===== src/rtl/mem_arb_pkg.sv =====
// Shared types and constants for the CPU/DBG memory arbiter.
package mem_arb_pkg;
   localparam int ADDR_W_DEF = 8;
   localparam int DATA_W_DEF = 16;

   typedef enum logic [1:0] {
      IDLE    = 2'd0,
      ISSUE   = 2'd1,
      CAPTURE = 2'd2,
      DONE    = 2'd3
   } arb_state_e;

   localparam logic OWNER_CPU = 1'b0;
   localparam logic OWNER_DBG = 1'b1;
endpackage


===== src/rtl/mem_arbiter_if.sv =====
// Requester and RAM buses of the arbiter; slave = arbiter side, master = requesters/RAM side.
interface mem_arbiter_if #(
   parameter int ADDR_W = 8,
   parameter int DATA_W = 16
);
   logic              cpu_req;
   logic              cpu_wr;
   logic [ADDR_W-1:0] cpu_addr;
   logic [DATA_W-1:0] cpu_wdata;
   logic              cpu_ack;
   logic [DATA_W-1:0] cpu_rdata;

   logic              dbg_req;
   logic              dbg_wr;
   logic [ADDR_W-1:0] dbg_addr;
   logic [DATA_W-1:0] dbg_wdata;
   logic              dbg_ack;
   logic [DATA_W-1:0] dbg_rdata;

   logic              ram_wr;
   logic [ADDR_W-1:0] ram_addr;
   logic [DATA_W-1:0] ram_wdata;
   logic [DATA_W-1:0] ram_rdata;

   modport slave (
      input  cpu_req, cpu_wr, cpu_addr, cpu_wdata,
      input  dbg_req, dbg_wr, dbg_addr, dbg_wdata,
      input  ram_rdata,
      output cpu_ack, cpu_rdata, dbg_ack, dbg_rdata,
      output ram_wr, ram_addr, ram_wdata
   );

   modport master (
      output cpu_req, cpu_wr, cpu_addr, cpu_wdata,
      output dbg_req, dbg_wr, dbg_addr, dbg_wdata,
      output ram_rdata,
      input  cpu_ack, cpu_rdata, dbg_ack, dbg_rdata,
      input  ram_wr, ram_addr, ram_wdata
   );
endinterface


===== src/rtl/mem_arb_pick.sv =====
// Winner select between the CPU and DBG ports.
// MEM_ARB_ROUND_ROBIN_EN: ties go to the port not served last; otherwise CPU wins ties.
module mem_arb_pick
   import mem_arb_pkg::*;
(
   input  logic cpu_elig,
   input  logic dbg_elig,
   input  logic last_served,
   output logic grant_any,
   output logic winner
);
   assign grant_any = cpu_elig | dbg_elig;

`ifdef MEM_ARB_ROUND_ROBIN_EN
   always_comb begin
      winner = OWNER_CPU;
      if (cpu_elig && dbg_elig)
         winner = (last_served == OWNER_CPU) ? OWNER_DBG : OWNER_CPU;
      else if (dbg_elig)
         winner = OWNER_DBG;
   end
`else
   // Fixed priority has no use for history.
   logic unused_last;
   assign unused_last = last_served;

   always_comb begin
      winner = OWNER_CPU;
      if (!cpu_elig && dbg_elig)
         winner = OWNER_DBG;
   end
`endif
endmodule


===== src/rtl/mem_arbiter.sv =====
// Serialises CPU and DBG accesses onto one single-port RAM, one access per four ticks.
// Tie policy selected by MEM_ARB_ROUND_ROBIN_EN (see mem_arb_pick).
module mem_arbiter
   import mem_arb_pkg::*;
#(
   parameter int ADDR_W = ADDR_W_DEF,
   parameter int DATA_W = DATA_W_DEF
) (
   input  logic          clk,
   input  logic          arst_l,
   input  logic          slow_clock_strb,
   input  logic          halt,
   mem_arbiter_if.slave  bus,
   output logic          busy,
   output logic          owner
);
   arb_state_e state;
   logic       lat_wr;
   logic       last_served;
   logic       cpu_elig;
   logic       dbg_elig;
   logic       grant_any;
   logic       grant_dbg;

   // HALT only gates new CPU grants; an in-flight CPU access runs to completion.
   assign cpu_elig = bus.cpu_req & ~halt;
   assign dbg_elig = bus.dbg_req;

   mem_arb_pick u_pick (
      .cpu_elig    (cpu_elig),
      .dbg_elig    (dbg_elig),
      .last_served (last_served),
      .grant_any   (grant_any),
      .winner      (grant_dbg)
   );

   always_ff @(posedge clk) begin
      if (!arst_l) begin
         state         <= IDLE;
         lat_wr        <= 1'b0;
         last_served   <= OWNER_DBG;
         owner         <= OWNER_CPU;
         busy          <= 1'b0;
         bus.ram_wr    <= 1'b0;
         bus.ram_addr  <= '0;
         bus.ram_wdata <= '0;
         bus.cpu_ack   <= 1'b0;
         bus.dbg_ack   <= 1'b0;
         bus.cpu_rdata <= '0;
         bus.dbg_rdata <= '0;
      end else if (slow_clock_strb) begin
         case (state)
            IDLE: begin
               if (grant_any) begin
                  // Request fields are latched here; later changes on the bus are ignored.
                  state         <= ISSUE;
                  busy          <= 1'b1;
                  owner         <= grant_dbg;
                  last_served   <= grant_dbg;
                  lat_wr        <= grant_dbg ? bus.dbg_wr    : bus.cpu_wr;
                  bus.ram_wr    <= grant_dbg ? bus.dbg_wr    : bus.cpu_wr;
                  bus.ram_addr  <= grant_dbg ? bus.dbg_addr  : bus.cpu_addr;
                  bus.ram_wdata <= grant_dbg ? bus.dbg_wdata : bus.cpu_wdata;
               end
            end
            ISSUE: begin
               state      <= CAPTURE;
               bus.ram_wr <= 1'b0;
            end
            CAPTURE: begin
               state <= DONE;
               if (!lat_wr) begin
                  if (owner == OWNER_DBG) bus.dbg_rdata <= bus.ram_rdata;
                  else                    bus.cpu_rdata <= bus.ram_rdata;
               end
               bus.cpu_ack <= (owner == OWNER_CPU);
               bus.dbg_ack <= (owner == OWNER_DBG);
            end
            DONE: begin
               state       <= IDLE;
               busy        <= 1'b0;
               bus.cpu_ack <= 1'b0;
               bus.dbg_ack <= 1'b0;
            end
            default: state <= IDLE;
         endcase
      end
   end
endmodule


===== src/flat_wrapper.sv =====
// flat-port wrapper written by rule: the top's interface ports become plain ports
module mem_arbiter_flat import mem_arb_pkg::*;
#(
   parameter int ADDR_W = ADDR_W_DEF,
   parameter int DATA_W = DATA_W_DEF
)
  (clk, arst_l, slow_clock_strb, halt, busy, owner, bus_cpu_req, bus_cpu_wr, bus_cpu_addr, bus_cpu_wdata, bus_dbg_req, bus_dbg_wr, bus_dbg_addr, bus_dbg_wdata, bus_ram_rdata, bus_cpu_ack, bus_cpu_rdata, bus_dbg_ack, bus_dbg_rdata, bus_ram_wr, bus_ram_addr, bus_ram_wdata);
  mem_arbiter_if #(.ADDR_W(ADDR_W), .DATA_W(DATA_W)) bus_i ();
  input  logic clk;
  input  logic arst_l;
  input  logic slow_clock_strb;
  input  logic halt;
  output logic busy;
  output logic owner;
  input wire logic [$bits(bus_i.cpu_req)-1:0] bus_cpu_req;
  input wire logic [$bits(bus_i.cpu_wr)-1:0] bus_cpu_wr;
  input wire logic [$bits(bus_i.cpu_addr)-1:0] bus_cpu_addr;
  input wire logic [$bits(bus_i.cpu_wdata)-1:0] bus_cpu_wdata;
  input wire logic [$bits(bus_i.dbg_req)-1:0] bus_dbg_req;
  input wire logic [$bits(bus_i.dbg_wr)-1:0] bus_dbg_wr;
  input wire logic [$bits(bus_i.dbg_addr)-1:0] bus_dbg_addr;
  input wire logic [$bits(bus_i.dbg_wdata)-1:0] bus_dbg_wdata;
  input wire logic [$bits(bus_i.ram_rdata)-1:0] bus_ram_rdata;
  output wire logic [$bits(bus_i.cpu_ack)-1:0] bus_cpu_ack;
  output wire logic [$bits(bus_i.cpu_rdata)-1:0] bus_cpu_rdata;
  output wire logic [$bits(bus_i.dbg_ack)-1:0] bus_dbg_ack;
  output wire logic [$bits(bus_i.dbg_rdata)-1:0] bus_dbg_rdata;
  output wire logic [$bits(bus_i.ram_wr)-1:0] bus_ram_wr;
  output wire logic [$bits(bus_i.ram_addr)-1:0] bus_ram_addr;
  output wire logic [$bits(bus_i.ram_wdata)-1:0] bus_ram_wdata;
  assign bus_i.cpu_req = bus_cpu_req;
  assign bus_i.cpu_wr = bus_cpu_wr;
  assign bus_i.cpu_addr = bus_cpu_addr;
  assign bus_i.cpu_wdata = bus_cpu_wdata;
  assign bus_i.dbg_req = bus_dbg_req;
  assign bus_i.dbg_wr = bus_dbg_wr;
  assign bus_i.dbg_addr = bus_dbg_addr;
  assign bus_i.dbg_wdata = bus_dbg_wdata;
  assign bus_i.ram_rdata = bus_ram_rdata;
  assign bus_cpu_ack = bus_i.cpu_ack;
  assign bus_cpu_rdata = bus_i.cpu_rdata;
  assign bus_dbg_ack = bus_i.dbg_ack;
  assign bus_dbg_rdata = bus_i.dbg_rdata;
  assign bus_ram_wr = bus_i.ram_wr;
  assign bus_ram_addr = bus_i.ram_addr;
  assign bus_ram_wdata = bus_i.ram_wdata;
  mem_arbiter #(.ADDR_W(ADDR_W), .DATA_W(DATA_W)) u_core (.clk(clk), .arst_l(arst_l), .slow_clock_strb(slow_clock_strb), .halt(halt), .bus(bus_i), .busy(busy), .owner(owner));
endmodule

===== config.mk =====
export PLATFORM = sky130hd
export DESIGN_NAME = mem_arbiter_flat
export DESIGN_NICKNAME = d
export VERILOG_FILES = /design/src/rtl/mem_arb_pkg.sv /design/src/rtl/mem_arbiter_if.sv /design/src/rtl/mem_arb_pick.sv /design/src/rtl/mem_arbiter.sv /design/src/flat_wrapper.sv
export SDC_FILE = /design/constraint.sdc
export NUM_CORES = 1
export LEC_CHECK = 0
export CAP_MARGIN = 10
export CORE_UTILIZATION = 42
export DETAILED_ROUTE_END_ITERATION = 8
export PLACE_DENSITY_LB_ADDON = 0.05
export SLEW_MARGIN = 15
export SYNTH_ARGS = -nofsm -noshare
export SYNTH_HDL_FRONTEND = slang
export SYNTH_SLANG_ARGS = --single-unit

===== constraint.sdc =====
create_clock -name clk -period 2.26 [get_ports clk]
set_clock_uncertainty 0.2 [all_clocks]
set_input_delay 0.452 -clock clk [delete_from_list [all_inputs] [get_ports clk]]
set_output_delay 0.452 -clock clk [all_outputs]
set_load 0.01 [all_outputs]

==> metrics.md, run 1 <==
| Metric | Value |
|---|---|
| Starting Density | 43.2% |
| Hold depth | 2 |
| Hold Startpoint | u_core.bus.dbg_rdata[5] |
| IO Pins | 133 |
| Top FF cell, synth | dfxtp_1 |
| Final nets | 494 |
| Comb power frac | 19.7% |
| Reg2reg start | u_core.state[0] |
| Max-slew headroom | 79.3% |
| Drt via density | 5.23 |
| Max-cap violations | 0 |
| Hold slack | 272 ps |
| Post-CTS sizing | 0 |
| H-tree depth | 3 |
| First drt pass iteration count | 4 |
| P_leak | 1.75 nW |
| Sum of negative setup slack | 0 ps |
| WP data required | 1610 ps |
| Switching power | 0.000747 W |
| Post-synth EDFFs | 0 |
| Final setup viols | 0 |
| Total Wirelength | 7.65 mm |
| CTS Buffer Depth | 2 |
| Commonest cells post-synth | dfxtp_1, o21ai_0, nand3_1 |
| WL/cell | 15.2 microns |
| Final number of hold-violating endpoints | 0 |
| CTS sink cnt | 64 |
| Most numerous cell in the Yosys netlist | dfxtp_1 |
| Layout cells sized above 1 | 14.9% |
| Worst path slowest cell | clkdlybuf4s50_1 |
| DRC viols | 0 |
| Worst-path clk slew | 70 ps |
| Clock Latency Late Sink | 340 ps |
| Final Wtd Congestion | 0.721 |
| Synthesized area | 0.00292 sq mm |
| DRT antenna net count | 0 |
| CP Class | reg -> out |
| Post-Syn Nets | 366 |
| Row Count | 30 |
| Routed via count | 2626 |
| Setup Buffers After CTS | 0 |
| Diodes inserted | 0 |
| RSZ-0062 raised after global routing | false |
| R2R Setup Slk | 540 ps |
| First-pass GRT wire length | 12.4 mm |
| Max VDD drop | 0.419 mV |
| CTS tree | done |
| Top cell type's share of synthesized area | 43.9% |
| Pwr dens | 664 mW/mm^2 |
| Top cells by area, synth | dfxtp_1, mux2_4, o221a_1 |
| CP arrival | 1350 ps |
| Clock Power Share | 39.7% |
| Status | finished clean |
| Grt ovf | 0 |
| Slowest stage delay, CP | 570 ps |
| Internal power | 0.00230 W |
| Buf+Inv Stages, Crit Path | 1 |
| Worst Hold Path EP | u_core.bus.dbg_rdata[5] |
| Min-Delay Path Class | reg -> reg |
| Die footprint | 0.00728 sq mm |
| Final slew viol count | 0 |
| IO Port Bufs | 132 |
| R2r endpoint | u_core.bus.ram_wdata[4] |
| CTS Hold Bufs | 0 |
| Tmin final | 2000 ps |
| Critical path, cell by cell | clkdlybuf4s50_1 |
| Placed Cells | 486 |
| Initial antenna violation count | 0 |
| Fin cells | 502 |
| Yosys Warn Count | 0 |
| Final Cycle Share | 88.6% |
| Syn-to-layout area delta | 57.3% |
| Sequential power share | 40.6% |
| Core ar. | 0.00676 sq mm |
| FF-to-FF path depth | 6 |
| FILL cells | 540 |
| Die Span Y | 85.4 microns |
| Clk root buf | clkbuf_8 |
| Final Total Pwr | 0.00305 W |
| Asr flop ratio synth | 0% |
| Iteration-0 DRC Markers | 107 |
| DPL Wire Length | 5.15 mm |
| Crit start category | flip-flop |
| CP top delay family | buffers and inverters |
| Leading area contributor after synthesis | dfxtp_1 |
| Util after Layout | 67.9% |
| Critical path endpoint category | output pin |
| Pin count of the biggest net entering global routing | 33 |
| Worst slew pin tran | 311 ps |
| TritonCTS Buffers | 9 |
| GR Util All Layers | 21.7% |
| Mean area per synthesized cell | 10.1 sq um |
| Switch share | 24.5% |
| Crit-path max FO | 6 |
| Synth Register Bits | 64 |
| Die Wd | 85.4 microns |
| Max Freq | 500 MHz |
| Number of global-route vias before repair | 2567 |
| Sequential fraction of the synthesis area | 43.9% |
| Syn Inst Count | 289 |
| Yosys cell types | 36 |
## cell usage in the layout (no fill, tap or decap), drive strengths merged, types with 2 or more instances in the layout
cell type and count:
clkinv 3, inv 3, clkdlybuf4s50 131, o21ai 37, ha 5, nand2 23
nand4b 2, mux2 25, buf 13, mux2i 2, nand2b 27, a21oi 2
a21boi 2, dfxtp 64, bufinv 3, clkbuf 9, nand3 32, o221a 25
## cell type report
type	instances	area (sq um)	share of cell area [%]
repair buffers	144	1480	32.3
multi-input cells	195	1470	32.1
flip-flops and latches	64	1280	27.9
clock buffers	9	124	2.70
clock inverters	7	120	2.62
well taps	80	100	2.18
inverters	3	11.3	0.245
## power groups by stage
stage	Combinational, W	Sequential (W)	Clock, W
after floorplan	0.000270	0.00129	0
after global placement	0.000595	0.00126	0
after detailed placement	0.000602	0.00126	0
after CTS	0.000605	0.00124	0.00123
after global routing	0.000648	0.00124	0.00128
final	0.000601	0.00124	0.00121
## worst reg2reg max path, delay by kind of cell (launching register included)
family	cells	cell delay, ps
simple gates	1	180
fa+ha+maj	1	260
flops	1	390
buf+inv	2	260
compound gates	2	320
## routing by layer
layer	global-route usage, %	vias to the layer above	part of all wire, %
met5	0	-	0
met4	10.2	0	2.2
met3	7.39	15	7.3
met2	32.4	89	43
met1	28.2	1219	47
li1	-	1303	-
## logic make-up after synthesis
| logic type | share of synthesized area [%] |
|---|---|
| flops | 43.9 |
| simple gates | 16.9 |
| mux | 12.7 |
| buf+inv | 5.75 |
| compound gates | 18.7 |
| fa+ha+maj | 2.14 |
## registers in the layout (all words and copies together), names as in the netlist
| signal | cells |
|---|---|
| u_core.bus.cpu_ack | 1 |
| u_core.bus.dbg_ack | 1 |
| u_core.bus.dbg_rdata | 16 |
| u_core.owner | 1 |
| u_core.state | 2 |
| u_core.bus.ram_wr | 1 |
| u_core.bus.cpu_rdata | 16 |
| u_core.busy | 1 |
| u_core.lat_wr | 1 |
| u_core.bus.ram_wdata | 16 |
| u_core.bus.ram_addr | 8 |
## per-stage QoR
step / setup WS [ps] / cell area, sq um
after floorplan: 570 / 2920
after global placement: 66.4 / 4350
after detailed placement: 43.4 / 4350
after CTS: 223 / 4590
after global routing: 202 / 4590
final: 259 / 4590
## worst max path at each step
stage	startpoint	slack, ps	endpoint	depth (start not counted)
after floorplan	halt	570	u_core.bus.ram_wdata[10]	5
after global placement	halt	70	u_core.bus.ram_wdata[3]	5
after detailed placement	halt	40	u_core.bus.ram_wdata[2]	5
after CTS	u_core.owner	220	owner	1
after global routing	u_core.owner	200	owner	1
final	u_core.owner	260	owner	1
(Power assumes the default switching activity.)
==> run 2: changes to the inputs <==
--- a/config.mk
+++ b/config.mk
@@ -6,10 +6,11 @@
 export NUM_CORES = 1
 export LEC_CHECK = 0
 export CAP_MARGIN = 10
-export CORE_UTILIZATION = 42
+export CORE_UTILIZATION = 40
 export DETAILED_ROUTE_END_ITERATION = 8
 export PLACE_DENSITY_LB_ADDON = 0.05
 export SLEW_MARGIN = 15
 export SYNTH_ARGS = -nofsm -noshare
 export SYNTH_HDL_FRONTEND = slang
+export SYNTH_HIERARCHICAL = 1
 export SYNTH_SLANG_ARGS = --single-unit
==> run 2 against run 1 <==
- the run now ends with design-rule violations left
- via count shrank 7.3%
- synthesized cell count down 2.4%
- sequential power about the same
- maximum frequency down 0.22%
- setup slack worse by 4.4 ps
- routed wire length shrank 11%
- total power fell by 12%
- sequential share of layout area rose by 2.0 points
- count of clock-buffer cells in the layout did not move
- non-clock buffer count did not move
- critical path type unchanged
- critical endpoint unchanged
==> metrics.md, run 2 <==
| Metric | Value |
|---|---|
| Status | finished with violations |
| Failing checks | design-rule violations |
| CP top delay family | buffers and inverters |
| Most frequent standard cell in the layout excluding fill and tap cells | clkdlybuf4s50_1 |
| R2r endpoint | u_core/bus.ram_addr[6] |
| Die Wd | 83.9 microns |
| Mean area per synthesized cell | 9.51 sq um |
| CP Class | reg -> out |
| Total Wirelength | 6.78 mm |
| Yosys Warn Count | 6 |
| First drt pass iteration count | 6 |
| Row Count | 29 |
| Crit-path max FO | 6 |
| Layout cells sized above 1 | 11.1% |
| Crit start category | flip-flop |
| Diodes inserted | 0 |
| Reg2reg start | u_core/state[1] |
| Sequential power share | 45.5% |
| CP arrival | 1350 ps |
| Sum of negative setup slack | 0 ps |
| Min-Delay Path Class | reg -> reg |
| WP data required | 1610 ps |
| Critical path, cell by cell | clkdlybuf4s50_1 |
| Syn-to-layout area delta | 59.5% |
| Regs by FF count | u_core/bus.cpu_rdata x16, u_core/bus.dbg_rdata x16, u_core/bus.ram_wdata x16 |
| IO Port Bufs | 132 |
| Final number of hold-violating endpoints | 0 |
| Internal power | 0.00199 W |
| P_leak | 1.59 nW |
| IO Pins | 133 |
| TritonCTS Buffers | 9 |
| Routed via count | 2433 |
| FF-to-FF path depth | 6 |
| Iteration-0 DRC Markers | 103 |
| Initial antenna violation count | 0 |
| RSZ-0062 raised after global routing | false |
| Worst path slowest cell | clkdlybuf4s50_1 |
| Worst Setup EP | owner |
| Clock Power Share | 34.7% |
| CTS tree | done |
| Final nets | 489 |
| DRC viols | 22 |
| Syn Inst Count | 282 |
| Setup Buffers After CTS | 0 |
| Final Cycle Share | 88.8% |
| Synthesized area | 0.00268 sq mm |
| Clk root buf | clkbuf_8 |
| Max Freq | 499 MHz |
| Pwr dens | 626 mW/mm^2 |
| Max-cap violations | 0 |
| First-pass GRT wire length | 11.2 mm |
| Worst slew pin tran | 431 ps |
| Number of global-route vias before repair | 2239 |
| Final setup viols | 0 |
| Most frequent cells in the layout | clkdlybuf4s50_1, dfxtp_1, nand3_1, o21ai_0, nor2_1 |
| Comb power frac | 19.8% |
| Worst-path clk slew | 60 ps |
| CTS Hold Bufs | 0 |
| Slowest stage delay, CP | 580 ps |
| Switching power | 0.000682 W |
| DPL Wire Length | 4.78 mm |
| CTS sink cnt | 64 |
| Drt via density | 4.94 |
| Max-slew headroom | 71.3% |
| Critical path endpoint category | output pin |
| GR Util All Layers | 20.1% |
| Pin count of the biggest net entering global routing | 37 |
| Worst setup path startpoint | u_core/owner |
| Post-CTS sizing | 0 |
| H-tree depth | 3 |
| Clock Latency Late Sink | 330 ps |
| Post-Syn Nets | 359 |
| Max VDD drop | 0.382 mV |
| Crit path depth | 1 |
| Final Wtd Congestion | 0.742 |
| CTS Buffer Depth | 2 |
| Switch share | 25.5% |
| Buf+Inv Stages, Crit Path | 1 |
| Grt ovf | 0 |
| Die Span Y | 83.9 microns |
| Tmin final | 2010 ps |
| Final slew viol count | 0 |
| Core ar. | 0.00642 sq mm |
| Starting Density | 41.7% |
| WL/cell | 13.7 microns |
| Die footprint | 0.00704 sq mm |
| DRT antenna net count | 0 |
| Util after Layout | 66.6% |
| R2R Setup Slk | 520 ps |
[run 2: through the flow]
step                hold slack [ps]  instance area [sq um]  setup WS, ps  total power (W)  cells
floorplan                       276                   2680           523          0.00150    282
detailed placement              252                   4090         0.752          0.00177    478
global placement                243                   4090          16.8          0.00177    478
CTS                             266                   4280           221          0.00272    493
global route                    287                   4280           190          0.00283    493
finish                          258                   4280           254          0.00268    493
[run 2: area by class of cell]
cell class | count | area (sq um)
clock inverters | 6 | 61.3
fillers | 551 | 2150
well taps | 77 | 96.3
multi-input cells | 190 | 1250
repair buffers | 144 | 1460
inverters | 3 | 11.3
flip-flops and latches | 64 | 1280
clock buffers | 9 | 124
[run 2: routing by layer]
layer / vias to the layer above / global-route usage, % / part of all wire [%]
met5: - / 0 / 0
met4: 0 / 7.52 / 1.1
met3: 8 / 5.44 / 7.2
met2: 78 / 30.3 / 44
met1: 1095 / 27.6 / 47
li1: 1252 / - / -
[run 2: power by group through the flow]
stage	sequential (W)	clock (W)	combinational, W
2_1_floorplan	0.00127	0	0.000231
3_3_place_gp	0.00124	0	0.000526
3_5_place_dp	0.00124	0	0.000532
4_1_cts	0.00122	0.000964	0.000535
5_1_grt	0.00122	0.00103	0.000575
6_report	0.00122	0.000927	0.000531
[run 2: how the worst min path moves through the flow]
stage / startpoint / end / slack (ps) / depth (start not counted)
final: u_core/bus.dbg_ack / u_core/bus.dbg_ack / 260 / 2
after detailed placement: u_core/bus.dbg_ack / u_core/bus.dbg_ack / 250 / 2
after floorplan: u_core/bus.dbg_ack / u_core/bus.dbg_ack / 280 / 2
after CTS: u_core/bus.dbg_ack / u_core/bus.dbg_ack / 270 / 2
after global placement: u_core/bus.dbg_rdata[14] / u_core/bus.dbg_rdata[14] / 240 / 2
after global routing: u_core/bus.dbg_rdata[14] / u_core/bus.dbg_rdata[14] / 290 / 2
==> run 3: changes to the inputs <==
--- a/config.mk
+++ b/config.mk
@@ -5,6 +5,7 @@
 export SDC_FILE = /design/constraint.sdc
 export NUM_CORES = 1
 export LEC_CHECK = 0
+export ABC_AREA = 1
 export CAP_MARGIN = 10
 export CORE_UTILIZATION = 40
 export DETAILED_ROUTE_END_ITERATION = 8
==> run 3 against run 2 <==
- sequential share of layout area shrank 0.096 points
- routed wire length grew 7.7%
- the flow now finishes without violations
- critical path depth is the same
- combinational power grew 0.9%
- cell count grew 22%
==> metrics.md, run 3 <==
| Metric | Value |
|---|---|
| Final Cycle Share | 88.5% |
| DRC viols | 0 |
| CTS tree | done |
| GRT busiest layer | met2 |
| Total Wirelength | 7.30 mm |
| Hold depth | 2 |
| Worst setup path startpoint | u_core/owner |
| First drt pass iteration count | 4 |
| Die footprint | 0.00724 sq mm |
| DPL Wire Length | 5.18 mm |
| Initial antenna violation count | 0 |
| GR Util All Layers | 21.5% |
| Util after Layout | 66.1% |
| Number of global-route vias before repair | 2669 |
| FILL cells | 614 |
| Post-Syn Nets | 465 |
| Met3 Usage GRT | 7.10% |
| CP top delay family | buffers and inverters |
| Synthesized area | 0.00276 sq mm |
| IO Port Bufs | 132 |
| P_leak | 1.76 nW |
| Crit start category | flip-flop |
| TritonCTS Buffers | 9 |
| Worst-path clk slew | 70 ps |
| Clock Latency Late Sink | 340 ps |
| Critical path, cell by cell | clkdlybuf4s50_1 |
| Met1 global-route usage | 25.0% |
| Placement Cell Area | 0.00413 sq mm |
| FF-to-FF path depth | 8 |
| CTS Hold Bufs | 0 |
| Clk root buf | clkbuf_8 |
| Diodes inserted | 0 |
| Worst slew pin tran | 310 ps |
| Core ar. | 0.00649 sq mm |
| Regs by FF count | u_core/bus.cpu_rdata x16, u_core/bus.dbg_rdata x16, u_core/bus.ram_wdata x16 |
| Setup Buffers After CTS | 0 |
| Starting Density | 42.5% |
| Most frequent standard cell in the layout excluding fill and tap cells | nand2_1 |
| Slowest stage delay, CP | 570 ps |
| Die Span Y | 85.1 microns |
| Layout cells sized above 1 | 6.67% |
| Max-cap violations | 0 |
| Pin count of the biggest net entering global routing | 36 |
| Final number of hold-violating endpoints | 0 |
| Hold Startpoint | u_core/bus.ram_wdata[0] |
| Max-slew headroom | 79.3% |
| Row Count | 29 |
| Final nets | 597 |
| Max Freq | 500 MHz |
| H-tree depth | 3 |
| Drt via density | 4.68 |
| CTS sink cnt | 64 |
| Final Total Pwr | 0.00258 W |
| RSZ-0062 raised after global routing | false |
| Iteration-0 DRC Markers | 97 |
| Die Wd | 85.1 microns |
| Design Area, Final | 0.00429 sq mm |
| Sum of negative setup slack | 0 ps |
| Syn-to-layout area delta | 55.4% |
| Routed via count | 2819 |
| First-pass GRT wire length | 12.2 mm |
| FF/Latch Area | 0.00128 sq mm |
| Max VDD drop | 0.433 mV |
| CTS Buffer Depth | 2 |
| Syn Inst Count | 388 |
| Critical path endpoint category | output pin |
| Worst Hold Path EP | u_core/bus.ram_wdata[0] |
| WP data required | 1610 ps |
| Most frequent cells in the layout | nand2_1, clkdlybuf4s50_1, nor2_1, dfxtp_1, a21oi_1 |
| Final slew viol count | 0 |
| Worst path slowest cell | clkdlybuf4s50_1 |
| IO Pins | 133 |
| WL/cell | 12.1 microns |
| Status | finished clean |
| Post-CTS sizing | 0 |
| Mean area per synthesized cell | 7.11 sq um |
| Grt ovf | 0 |
| Buf+Inv Stages, Crit Path | 1 |
| Met2 Use GR | 36.8% |
| Pwr dens | 601 mW/mm^2 |
| CP Class | reg -> out |
| Crit-path max FO | 6 |
| Final setup viols | 0 |
| R2R Setup Slk | 620 ps |
| R2r endpoint | u_core/bus.cpu_rdata[3] |
| Min-Delay Path Class | reg -> reg |
| Final Wtd Congestion | 0.774 |
| Reg2reg start | u_core/state[0] |
| Tmin final | 2000 ps |
| Final WS setup | 261 ps |
| Area of the multi-input gates | 0.00126 sq mm |
| DRT antenna net count | 0 |
| CP arrival | 1350 ps |
| Yosys Warn Count | 6 |
| Pre-CTS setup slack | 55.2 ps |
[run 3: metal layers]
layer / wire, microns / share of wire [%] / vias to the layer above
li1: - / - / 1477
met1: 3290 / 45 / 1253
met2: 3420 / 47 / 74
met3: 427 / 5.8 / 15
met4: 161 / 2.2 / 0
met5: 0 / 0 / -
[run 3: cell type report]
type	instances	area share [%]
inverter	17	1.72
clock inverter	6	0.846
multi-input combinational	287	29.4
tap	77	2.25
sequential	64	29.9
clock buffer	10	2.97
timing repair buffer	141	33.0
[run 3: report_power, final]
group	internal, W	switching, W
combinational	0.000291	0.000245
sequential	0.00118	0.0000314
clock	0.000391	0.000436
[run 3: worst max path at each step]
stage / to / slack [ps] / cells past startpoint
2_1_floorplan: u_core/bus.ram_wdata[10] / 700 / 8
3_3_place_gp: u_core/bus.ram_addr[0] / 110 / 10
3_5_place_dp: u_core/bus.ram_addr[5] / 60 / 10
4_1_cts: owner / 230 / 1
5_1_grt: owner / 200 / 1
6_report: owner / 260 / 1
[run 3: through the flow]
stage	hold slack, ps	std cells
after floorplan	281	388
after global placement	251	586
after detailed placement	256	586
after CTS	266	602
after global routing	284	602
final	263	602
